$ cat config.mk
export PLATFORM = sky130hd
export DESIGN_NAME = raster_scheduler
export DESIGN_NICKNAME = d
export VERILOG_FILES = /design/src/rtl/raster_pkg.sv /design/src/rtl/cmd_fifo.sv /design/src/rtl/raster_scheduler.sv
export SDC_FILE = /design/constraint.sdc
export NUM_CORES = 1
export LEC_CHECK = 0
export CORE_ASPECT_RATIO = 1.1
export CORE_MARGIN = 4
export CORE_UTILIZATION = 45
export DETAILED_ROUTE_END_ITERATION = 10
export PLACE_DENSITY = 0.8
export SLEW_MARGIN = 40
export SYNTH_ARGS = -nofsm -noshare
export SYNTH_HDL_FRONTEND = slang
export SYNTH_SLANG_ARGS = --single-unit
$ cat constraint.sdc
create_clock -name clk -period 6.7 [get_ports clk]
set_input_delay 1.005 -clock clk [delete_from_list [all_inputs] [get_ports clk]]
set_output_delay 1.005 -clock clk [all_outputs]
set_load 0.01 [all_outputs]
$ cat src/rtl/raster_pkg.sv
// Shared types for the raster command path: triangle descriptor, command opcodes, scheduler states.
// Frame-buffer geometry constants live here so the rasterizer and scheduler agree on sizes.
package raster_pkg;

  localparam int FB_WIDTH  = 320;
  localparam int FB_HEIGHT = 240;
  localparam int FB_WORDS  = FB_WIDTH * FB_HEIGHT;

  typedef enum logic [1:0] {
    OP_TRI   = 2'd0,
    OP_CLEAR = 2'd1,
    OP_FLIP  = 2'd2,
    OP_RSVD  = 2'd3
  } cmd_op_e;

  typedef struct packed {
    logic [8:0]  a1;
    logic [8:0]  b1;
    logic [8:0]  a2;
    logic [8:0]  b2;
    logic [8:0]  a3;
    logic [8:0]  b3;
    logic [15:0] c1;
    logic [15:0] c2;
    logic [15:0] c3;
    logic [8:0]  bbxi;
    logic [8:0]  bbxf;
    logic [7:0]  bbyi;
    logic [7:0]  bbyf;
    logic [15:0] z1;
    logic [15:0] z2;
    logic [15:0] z3;
    logic [31:0] inv_area;
    logic [7:0]  color;
  } tri_desc_t;

  typedef enum logic [2:0] {
    ST_IDLE      = 3'd0,
    ST_LAUNCH    = 3'd1,
    ST_WAIT_DONE = 3'd2,
    ST_CLEAR     = 3'd3,
    ST_FLIP_WAIT = 3'd4
  } sched_state_e;

  localparam int TRI_W = $bits(tri_desc_t);
  localparam int CMD_W = TRI_W + 2;

  function automatic logic [15:0] sat_inc16(input logic [15:0] v);
    return (v == 16'hFFFF) ? v : v + 16'd1;
  endfunction

endpackage

$ cat src/rtl/cmd_fifo.sv
// Synchronous FIFO, registered storage, head visible combinationally the cycle after a push.
// Pushes are dropped when full and pops when empty; o_full is the backpressure signal.
module cmd_fifo #(
  parameter int WIDTH = 8,
  parameter int DEPTH = 4
) (
  input  logic             clk,
  input  logic             rst_n,
  input  logic             i_push,
  input  logic [WIDTH-1:0] i_din,
  input  logic             i_pop,
  output logic [WIDTH-1:0] o_dout,
  output logic             o_full,
  output logic             o_empty
);

  localparam int AW = $clog2(DEPTH);

  logic [WIDTH-1:0] r_mem [DEPTH];
  logic [AW:0]      r_wptr;
  logic [AW:0]      r_rptr;
  logic             w_wr;
  logic             w_rd;

  // Extra wrap bit distinguishes full from empty when the index bits match.
  assign o_empty = (r_wptr == r_rptr);
  assign o_full  = (r_wptr[AW] != r_rptr[AW]) && (r_wptr[AW-1:0] == r_rptr[AW-1:0]);
  assign o_dout  = r_mem[r_rptr[AW-1:0]];
  assign w_wr    = i_push & ~o_full;
  assign w_rd    = i_pop & ~o_empty;

  always_ff @(posedge clk) begin
    if (w_wr) begin
      r_mem[r_wptr[AW-1:0]] <= i_din;
    end
  end

  always_ff @(posedge clk or negedge rst_n) begin
    if (!rst_n) begin
      r_wptr <= '0;
      r_rptr <= '0;
    end else begin
      if (w_wr) r_wptr <= r_wptr + 1'b1;
      if (w_rd) r_rptr <= r_rptr + 1'b1;
    end
  end

endmodule

$ cat src/rtl/raster_scheduler.sv
// In-order draw command scheduler: triangle launch, buffer clear sweep, vsync-aligned flip.
// First action two cycles after accept; cmd_ready falls only when the command FIFO is full.
module raster_scheduler
  import raster_pkg::*;
#(
  parameter int         DEPTH       = 4,
  parameter int         FB_WORDS    = raster_pkg::FB_WORDS,
  parameter logic [7:0] CLEAR_COLOR = 8'h00,
  parameter logic [7:0] CLEAR_Z     = 8'hFF
) (
  input  logic        clk,
  input  logic        rst_n,
  input  logic        cmd_valid,
  output logic        cmd_ready,
  input  logic [1:0]  cmd_op,
  input  tri_desc_t   cmd_tri,
  output logic        rast_start,
  output tri_desc_t   rast_tri,
  input  logic        rast_done,
  output logic        clr_we,
  output logic [16:0] clr_addr,
  output logic [7:0]  fb_clr_data,
  output logic [7:0]  zb_clr_data,
  input  logic        vsync,
  output logic        front_sel,
  output logic        busy,
  output logic [15:0] tri_count
);

  sched_state_e     r_state;
  sched_state_e     w_state_nxt;
  logic             w_push;
  logic             w_pop;
  logic             w_full;
  logic             w_empty;
  logic [CMD_W-1:0] w_fifo_dout;
  cmd_op_e          w_head_op;
  tri_desc_t        w_head_tri;
  logic [16:0]      r_clr_addr;
  tri_desc_t        r_rast_tri;
  logic [15:0]      r_tri_count;
  logic             r_front_sel;
  logic             r_vsync_q;
  logic             w_vsync_rise;
  logic             w_clr_last;

  cmd_fifo #(
    .WIDTH (CMD_W),
    .DEPTH (DEPTH)
  ) u_cmd_fifo (
    .clk     (clk),
    .rst_n   (rst_n),
    .i_push  (w_push),
    .i_din   ({cmd_op, cmd_tri}),
    .i_pop   (w_pop),
    .o_dout  (w_fifo_dout),
    .o_full  (w_full),
    .o_empty (w_empty)
  );

  assign w_push       = cmd_valid & ~w_full;
  assign w_pop        = (r_state == ST_IDLE) & ~w_empty;
  assign w_head_op    = cmd_op_e'(w_fifo_dout[CMD_W-1 -: 2]);
  assign w_head_tri   = w_fifo_dout[TRI_W-1:0];
  assign w_vsync_rise = vsync & ~r_vsync_q;
  assign w_clr_last   = (r_clr_addr == 17'(FB_WORDS - 1));

  always_comb begin
    w_state_nxt = r_state;
    case (r_state)
      ST_IDLE: begin
        if (w_pop) begin
          case (w_head_op)
            OP_TRI:   w_state_nxt = ST_LAUNCH;
            OP_CLEAR: w_state_nxt = ST_CLEAR;
            OP_FLIP:  w_state_nxt = ST_FLIP_WAIT;
            default:  w_state_nxt = ST_IDLE;
          endcase
        end
      end
      ST_LAUNCH:    w_state_nxt = ST_WAIT_DONE;
      ST_WAIT_DONE: if (rast_done) w_state_nxt = ST_IDLE;
      ST_CLEAR:     if (w_clr_last) w_state_nxt = ST_IDLE;
      ST_FLIP_WAIT: if (w_vsync_rise) w_state_nxt = ST_IDLE;
      default:      w_state_nxt = ST_IDLE;
    endcase
  end

  always_ff @(posedge clk or negedge rst_n) begin
    if (!rst_n) begin
      r_state <= ST_IDLE;
    end else begin
      r_state <= w_state_nxt;
    end
  end

  always_ff @(posedge clk or negedge rst_n) begin
    if (!rst_n) begin
      r_clr_addr  <= '0;
      r_rast_tri  <= '0;
      r_tri_count <= '0;
      r_front_sel <= 1'b0;
      r_vsync_q   <= 1'b0;
    end else begin
      r_vsync_q <= vsync;
      if (w_pop && (w_head_op == OP_TRI)) begin
        r_rast_tri <= w_head_tri;
      end
      if (w_pop && (w_head_op == OP_CLEAR)) begin
        r_clr_addr <= '0;
      end else if (r_state == ST_CLEAR) begin
        r_clr_addr <= w_clr_last ? 17'd0 : r_clr_addr + 17'd1;
      end
      if ((r_state == ST_WAIT_DONE) && rast_done) begin
        r_tri_count <= sat_inc16(r_tri_count);
      end
      // Only an edge seen while already waiting may flip; earlier edges are history.
      if ((r_state == ST_FLIP_WAIT) && w_vsync_rise) begin
        r_front_sel <= ~r_front_sel;
        r_tri_count <= '0;
      end
    end
  end

  assign cmd_ready   = ~w_full;
  assign rast_start  = (r_state == ST_LAUNCH);
  assign rast_tri    = r_rast_tri;
  assign clr_we      = (r_state == ST_CLEAR);
  assign clr_addr    = r_clr_addr;
  assign fb_clr_data = CLEAR_COLOR;
  assign zb_clr_data = CLEAR_Z;
  assign front_sel   = r_front_sel;
  assign busy        = (r_state != ST_IDLE) | ~w_empty;
  assign tri_count   = r_tri_count;

endmodule

Word level (Yosys, flattened, before mapping)
Memories as Yosys holds them, arrays and structs flattened.
Index checks and enable logic that the tools add are counted.
Widths: inputs -> output; s select.
{"block": "classes", "bitwise_logic": 10, "n_addsub": 4, "n_reduce_logical": 12, "eq_ne": 16, "n_mux": 14}
{"op": "$mux 17", "n": 3}
{"op": "$mux 16", "n": 3}
{"op": "$add 17x1->17 const B", "n": 1}
{"op": "$eq 17x17->1 const B", "n": 1}
{"op": "$add 16x1->16 const B", "n": 1}
{"op": "$eq 16x16->1 const B", "n": 1}
{"op": "$pmux 3 s5", "n": 1}
{"op": "$mux 3", "n": 4}
{"op": "$pmux 3 s3", "n": 1}
{"op": "$add 3x1->3 const B", "n": 2}
{"op": "$eq 3x2->1 const B", "n": 2}
{"op": "$ne 2x1->1 const B", "n": 3}
{"op": "$and 1x1->1", "n": 5}
{"op": "$logic_and 1x1->1", "n": 5}
{"op": "$ne 2x2->1 const B", "n": 2}
{"op": "$not 1->1", "n": 4}
{"op": "$reduce_and 4->1", "n": 1}
{"op": "$reduce_bool 2->1", "n": 2}
{"op": "$eq 3x1->1 const B", "n": 1}
{"op": "$eq 3x3->1", "n": 1}
{"op": "$eq 3x3->1 const B", "n": 1}
{"op": "$logic_not 3->1", "n": 1}
{"op": "$reduce_bool 3->1", "n": 1}
{"op": "$eq 2x1->1 const B", "n": 1}
{"op": "7 further kinds", "n": 8}
{"block": "word_totals", "out_inout_bits": 278, "regBits": 268, "ramBits": 904, "n_memories": 1, "word_cells": 82}
{"name": "u_cmd_fifo.r_mem", "words": 4, "word_bits": 226, "rd": 1, "rd_clocked_by_memory_dff": 0, "write_ports": 1, "line": "cmd_fifo.sv:19", "rtl": "logic [WIDTH-1:0] r_mem [DEPTH];"}

Logic depth before layout (Yosys ltp)
Gate-level depths: netlist of run 1.
{"block": "depth", "ltp_word": 7, "ltp_mapped": 7}

Modules after synthesis
Synthesis of run 1 repeated with hierarchy kept, for this count alone.
{"block": "hier_totals", "hier_cells": 1951, "area_unflattened_um2": 44283.7}
{"mod": "cmd_fifo", "seq_area_each_um2": 27296.2, "instances": 1, "area_per_inst_um2": 33120.5, "cells_per_inst": 1230}
{"mod": "raster_scheduler", "seq_area_each_um2": 6556.3, "instances": 1, "area_per_inst_um2": 11163.2, "cells_per_inst": 721}

Least setup slack after synthesis of run 1
Ideal clock, no wire load.
{"block": "synth_path", "kind": "in2reg", "startpoint": "input cmd_valid", "endpoint": "memory u_cmd_fifo.r_mem[3][0] (netlist bit) (enable)", "path_slack_ns": -0.158, "path_stages": 1, "required_ns": 6.082, "n_path_buf": 0, "setup_ns": 0.618, "arrival_ns": 6.240, "path_cell_list": "and3_1"}
{"block": "synth_between", "elab_chain_cells": 4}
{"element": "start, declared", "line": "raster_scheduler.sv:13", "rtl": "input logic cmd_valid,"}
{"element": "$and 1x1->1", "line": "raster_scheduler.sv:61", "rtl": "assign w_push = cmd_valid & ~w_full;"}
{"element": "$and 1x1->1", "line": "cmd_fifo.sv:29", "rtl": "assign w_wr = i_push & ~o_full;"}
{"element": "$mux 1", "line": "cmd_fifo.sv:33", "rtl": "if (w_wr) begin"}
{"element": "$mux 1 (not written as such)", "line": "cmd_fifo.sv:34", "rtl": "r_mem[r_wptr[AW-1:0]] <= i_din;"}
{"element": "end, declared", "line": "cmd_fifo.sv:19"}
No other way between the ends.

Worst setup path in the final report of run 1
{"block": "layout_path", "startpoint": "register u_cmd_fifo.r_rptr[1]", "endpoint": "output cmd_ready"}
{"block": "layout_between", "elab_chain_cells": 3}
{"element": "start, declared", "line": "cmd_fifo.sv:21", "rtl": "logic [AW:0] r_rptr;"}
{"element": "start signal, assigned", "line": "cmd_fifo.sv:44", "rtl": "if (w_rd) r_rptr <= r_rptr + 1'b1;"}
{"element": "$eq 2x2->1", "line": "cmd_fifo.sv:27", "rtl": "assign o_full = (r_wptr[AW] != r_rptr[AW]) && (r_wptr[AW-1:0] == r_rptr[AW-1:0]);"}
{"element": "$logic_and 1x1->1", "line": "cmd_fifo.sv:27"}
{"element": "$not 1->1", "line": "raster_scheduler.sv:125", "rtl": "assign cmd_ready = ~w_full;"}
{"element": "end, declared", "line": "raster_scheduler.sv:14", "rtl": "output logic cmd_ready,"}
No other way between the ends.

==> results of run 1 <==
-- cell usage after synthesis, types with 3 or more instances --
cell type,count,area share (%)
nor3b_1,3,0.052
inv_1,12,0.10
or3_1,9,0.13
and2_1,5,0.072
o21ai_0,17,0.20
clkbuf_1,33,0.29
buf_4,28,0.49
ha_1,7,0.20
xor2_1,13,0.26
nand4_1,10,0.14
buf_2,16,0.19
dfrtp_1,268,16
and3_1,12,0.17
nor3_1,7,0.081
mux4_2,226,12
mux2i_1,3,0.069
and4_1,3,0.061
xnor2_1,7,0.14
buf_1,23,0.20
nand3_1,17,0.20
a21o_1,3,0.052
nand3b_1,4,0.069
mux2_1,94,2.4
edfxtp_1,904,63
a21oi_1,12,0.14
mux2_2,132,3.4
nand2_1,16,0.14
nor2_1,22,0.19
-- power breakdown --
group          internal [mW]  leakage, nW  switching, mW
clock                   3.61         1.83           2.68
combinational           3.92         5.00           3.53
sequential              10.0         11.5          0.821
total                   17.5         18.4           7.03
-- sequential cells by signal, summed over array words and instances (netlist names) --
register           count
tri_count             16
r_state                3
u_cmd_fifo.r_wptr      3
front_sel              1
r_vsync_q              1
rast_tri             224
u_cmd_fifo.r_rptr      3
clr_addr              17
u_cmd_fifo.r_mem     904
-- per-layer routing --
layer / vias up / share of wire [%] / track usage [%]
met2: 812 / 51 / 30.9
met3: 169 / 8.0 / 5.35
met1: 11100 / 38 / 23.3
met4: 8 / 2.5 / 5.37
met5: - / 0.037 / 0
li1: 8935 / - / -
-- worst max path at each step --
stage                                    start                       end  depth (start not counted)
after floorplan                      cmd_valid    u_cmd_fifo.r_mem[3][0]                          1
after global placement    u_cmd_fifo.r_rptr[1]  u_cmd_fifo.r_mem[3][111]                          4
after detailed placement             cmd_valid  u_cmd_fifo.r_mem[0][131]                          4
after CTS                 u_cmd_fifo.r_rptr[1]                 cmd_ready                          4
after global routing      u_cmd_fifo.r_rptr[1]                      busy                          5
final                     u_cmd_fifo.r_rptr[1]                 cmd_ready                          4
-- cell type report --
class / instances / area share, %
Antenna cell: 10 / 0.0467
Clock buffer: 148 / 5.68
Multi-Input combinational cell: 660 / 16.7
Timing Repair Buffer: 525 / 10.2
Inverter: 12 / 0.0840
Clock inverter: 61 / 1.23
Tap cell: 1270 / 2.96
Sequential cell: 1172 / 63.2
-- placed cells by master (no fill, tap or decap), types with 11 or more instances in the layout --
cell type	instances
xor2_1	13
nand2_1	16
clkdlybuf4s50_1	491
clkinv_2	28
mux2_1	94
conb_1	16
o21ai_0	17
buf_12	15
a21oi_1	12
mux2_2	132
edfxtp_1	904
clkinv_1	11
dfrtp_1	266
inv_1	12
clkbuf_8	13
mux4_2	226
nor2_1	22
nand3_1	17
clkbuf_1	24
clkbuf_16	111
-- worst max-delay path, delay by kind of cell, from the launching register on --
kind,cells,cell delay (ns)
buffers and inverters,2,0.89
xor gates and xnor gates,1,0.29
DFF,1,0.67
and+or+nand+nor,1,0.30
-- logic make-up (layout without fill, tap and decap cells) --
| group | Yosys count | in the layout | synth area share, % |
|---|---|---|---|
| AOI/OAI and AO/OA | 47 | 47 | 0.668 |
| xor gates and xnor gates | 20 | 20 | 0.405 |
| adders and majority gates | 7 | 7 | 0.202 |
| buffers and inverters | 112 | 746 | 1.26 |
| DFF | 1172 | 1172 | 78.3 |
| muxes | 455 | 455 | 17.7 |
| other | 2 | 26 | 0.0174 |
| and+or+nand+nor | 115 | 115 | 1.46 |
==> impl_metrics.tcl, run 1 <==
set metrics [dict create \
    outcome "completed" \
    fmax_mhz 260 \
    io_buffers 492 \
    synth_cell_types 45 \
    grt_usage_pct 18.3 \
    core_sq_um 95600 \
    die-area_sq_um 101000 \
    fin_crit_ns 3.85 \
    post-cts-setup-buffers 0 \
    antenna_found_initial 14 \
    whs_ns 0.287 \
    hold_viol_final 0 \
    cts_resized 0 \
    rows 119 \
    grt_max_degree 124 \
    reg2regPathDepth 6 \
    critPathMaxStageDelay_ns 0.67 \
    synthFlopType "edfxtp_1" \
    syn_avg_cell_area_sq_um 22.4 \
    numCtsBuffers 111 \
    grt_pass1_vias 22700 \
    post-route-period-util_pct 57.5 \
    synth-seq-area-share_pct 78.3 \
    clock-sinks 1172 \
    routedWlPerCell_um 24.3 \
    syn_inst 1930 \
    clockBufferDepth 3 \
    p_leak_nw 18.4 \
    drive_gt1_share_pct 22.5 \
    power_density_nw_per_um2 458 \
    layout_setup_ws_ns 2.85 \
    cts_tree "built" \
    timing.rr.end "u_cmd_fifo.r_mem[0][131]" \
    pre_cts_slack_ns 3.28 \
    hp-class "input pin to async pin" \
    io_pins 509 \
    critPathLaunchType "register" \
    crit_required_ns 5.69 \
    setup_violations 0 \
    slew_violations 0 \
    synth-async-reset-ratio_pct 22.9 \
    cts_max_level 3 \
    vias 21000 \
    drtAntennaViolNets 0 \
    insertion_delay_ns 0.68 \
    fin_nets 2720 \
    synth_seq_cells 1172 \
    initial_core_util_pct 45.2 \
    vias_per_cell 5.44 \
    path_cells "buf_12 > xnor2_1 > nand3b_1 > clkdlybuf4s50_1" \
    dieHeight_um 333 \
    peakVddDrop_uv 299 \
    relSlewSlack_pct 44.1 \
    design_area_sq_um 53600 \
    nFillCells 6936 \
    seqCellArea_sq_um 33900 \
    p_total_mw 24.6 \
    netlist_area_sq_um 43300 \
    fin_skew_ns 0.0390 \
    stdcell_count 3858 \
    end_kind "output port" \
    die_x_um 304 \
    syn_to_final_growth_pct 23.9 \
    finalWirelength_um 93700 \
    crit_type "register to output port" \
    critPathMaxFanout 28 \
    rsz0062_at_grt "no" \
    grt_pass1_wl_um 143000 \
    final_util_pct 56.1 \
    dr.pass1.iters 5 \
    hpwl_um 58200 \
    fin_setup_tns_ns 0 \
    ctsRootBufferMaster "clkbuf_16" \
    drt-initial-drc-count 1487 \
    placed_area_sq_um 49800 \
    drv_cap 0 \
    worstPathArrival_ns 2.84 \
    overflow 0 \
    r2r_start "u_cmd_fifo.r_rptr[1]" \
    tightest_slew_ns 0.838 \
    r2r_setup_slack_ns 3.35 \
    placedCellCount 3638 \
    cp_slowest_cell "dfrtp_4" \
    holdBufCountCts 0 \
    clk_pin_slew_ns 0.06 \
    synth-edff-count 904 \
    multi_input_area_sq_um 8940 \
    yosys_warnings 0 \
    gp_congestion 0.819 \
    drc 0 \
]
(Power assumes the default switching activity.)
==> inputs of run 2 (changes only) <==
- clock period: 6.7 -> 3.2 ns (I/O delays scaled with it)
==> run 2 against run 1 <==
  * Power increased by 110%
  * Cell area increased by 0.85%
  * Die area unchanged
  * Final cell count increased by 0.88%
  * Worst hold slack improved by 0.12 ns
  * Clock skew decreased by 0.0097 ns
  * Non-clock buffer count increased by 23
  * Register-to-register slack got worse by 2.8 ns
  * Worst setup slack got worse by 2.5 ns
  * Via count increased by 0.12%
  * First-iteration DRC count increased by 2.3%
  * Core utilization increased by 0.48 points
  * Largest cell class unchanged
  * Largest power group unchanged
  * Highest routed layer unchanged
==> impl_metrics.tcl, run 2 (same netlist as run 1, synthesis figures left out) <==
set metrics [dict create \
    ctsRootBufferMaster "clkbuf_16" \
    core_sq_um 95600 \
    numCtsBuffers 111 \
    p_leak_nw 18.6 \
    clk_pin_slew_ns 0.06 \
    critPathMaxStageDelay_ns 0.58 \
    fin_skew_ns 0.0293 \
    critPathMaxFanout 14 \
    timing.rr.end "r_state[2]" \
    largest_reg_flops 904 \
    vias 21000 \
    insertion_delay_ns 0.67 \
    finalWirelength_um 94400 \
    path_cells "xnor2_1 > and3_1 > nand2_1 > clkdlybuf4s50_1" \
    hpwl_um 59500 \
    cp-startpoint "u_cmd_fifo.r_rptr[1]" \
    fin_nets 2743 \
    placedCellCount 3661 \
    die-area_sq_um 101000 \
    slew_violations 0 \
    layout_commonest_cell "edfxtp_1" \
    gp_congestion 0.826 \
    final_util_pct 56.6 \
    drtAntennaViolNets 0 \
    syn_to_final_growth_pct 25.0 \
    crit_required_ns 2.72 \
    holdBufCountCts 1 \
    r2r_setup_slack_ns 0.55 \
    fmax_mhz 347 \
    setup_violations 0 \
    rows 119 \
    cts_tree "built" \
    p_total_mw 52.0 \
    cp_slowest_cell "dfrtp_4" \
    antenna_found_initial 23 \
    routedWlPerCell_um 24.3 \
    final_cell_mix "edfxtp_1 (904), clkdlybuf4s50_1 (491), dfrtp_1 (266)" \
    rsz0062_at_grt "no" \
    drc 0 \
    die_x_um 304 \
    cts_max_level 3 \
    post-cts-setup-buffers 0 \
    grt_usage_pct 18.5 \
    clock-sinks 1172 \
    drv_cap 0 \
    tightest_slew_ns 0.822 \
    hold_viol_final 0 \
    grt_max_degree 94 \
    drive_gt1_share_pct 23.5 \
    outcome "completed" \
    io_pins 509 \
    clockBufferDepth 3 \
    io_buffers 492 \
    cts_resized 0 \
    r2r_start "clr_addr[0]" \
    power_density_nw_per_um2 963 \
    initial_core_util_pct 45.2 \
    fin_crit_ns 2.88 \
    peakVddDrop_uv 656 \
    reg2regPathDepth 6 \
    dr.pass1.iters 6 \
    vias_per_cell 5.40 \
    grt_pass1_vias 22700 \
    end_kind "output port" \
    crit_family "flip-flops" \
    overflow 0 \
    grt_pass1_wl_um 144000 \
    crit_type "register to output port" \
    dieHeight_um 333 \
    worstPathArrival_ns 2.40 \
    critPathLaunchType "register" \
    post-route-period-util_pct 89.9 \
    relSlewSlack_pct 45.0 \
    crit_buf_inv 1 \
    stdcell_count 3892 \
    hp-class "input pin to async pin" \
    drt-initial-drc-count 1521 \
]
run 2: through the flow:
step | hold slack, ns | instance area, sq um | setup TNS [ns] | setup slack (ns)
floorplan | 0.184 | 43300 | -668.44 | -0.986
global placement | 0.464 | 50100 | 0 | 0.620
detailed placement | 0.463 | 50100 | 0 | 0.585
CTS | 0.357 | 54000 | 0 | 0.242
global route | 0.345 | 54100 | 0 | 0.135
finish | 0.409 | 54100 | 0 | 0.322
run 2: metal layers:
layer	global-route usage, %	vias to the layer above	part of all wire (%)
met5	0	-	0.052
met4	6.75	8	2.9
met3	5.00	170	7.4
met2	31.9	810	52
met1	22.7	11000	37
li1	-	9006	-
run 2: how the worst max path moves through the flow:
stage                        endpoint  slack [ns]  cells after the start
6_report                         busy        0.32                      4
2_1_floorplan  u_cmd_fifo.r_mem[0][0]       -0.99                      4
4_1_cts                          busy        0.24                      4
3_5_place_dp            rast_tri[155]        0.58                      6
3_3_place_gp            rast_tri[118]        0.62                      6
5_1_grt                          busy        0.13                      4
run 2: worst reg2reg max path, delay by kind of cell (launching register included):
kind	cells	cell delay, ns
AO/OA/AOI/OAI	3	0.98
AND/OR/NAND/NOR	2	0.84
flip-flops	1	0.46
adder cells (fa/ha/maj)	1	0.24
run 2: cell type report:
cell class	instances	area, sq um
Tap cell	1270	1590
Inverter	12	45.0
Clock inverter	60	736
Antenna cell	19	47.5
Sequential cell	1172	33900
Timing Repair Buffer	548	5730
Multi-Input combinational cell	660	8930
Fill cell	6893	41500
Clock buffer	151	3130
run 2: power breakdown:
part           leakage (nW)  internal [mW]  switching (mW)  total [mW]
registers              11.5           20.9            1.65        22.6
logic                  5.15           8.38            7.50        15.9
clock network          1.90           8.03            5.54        13.6
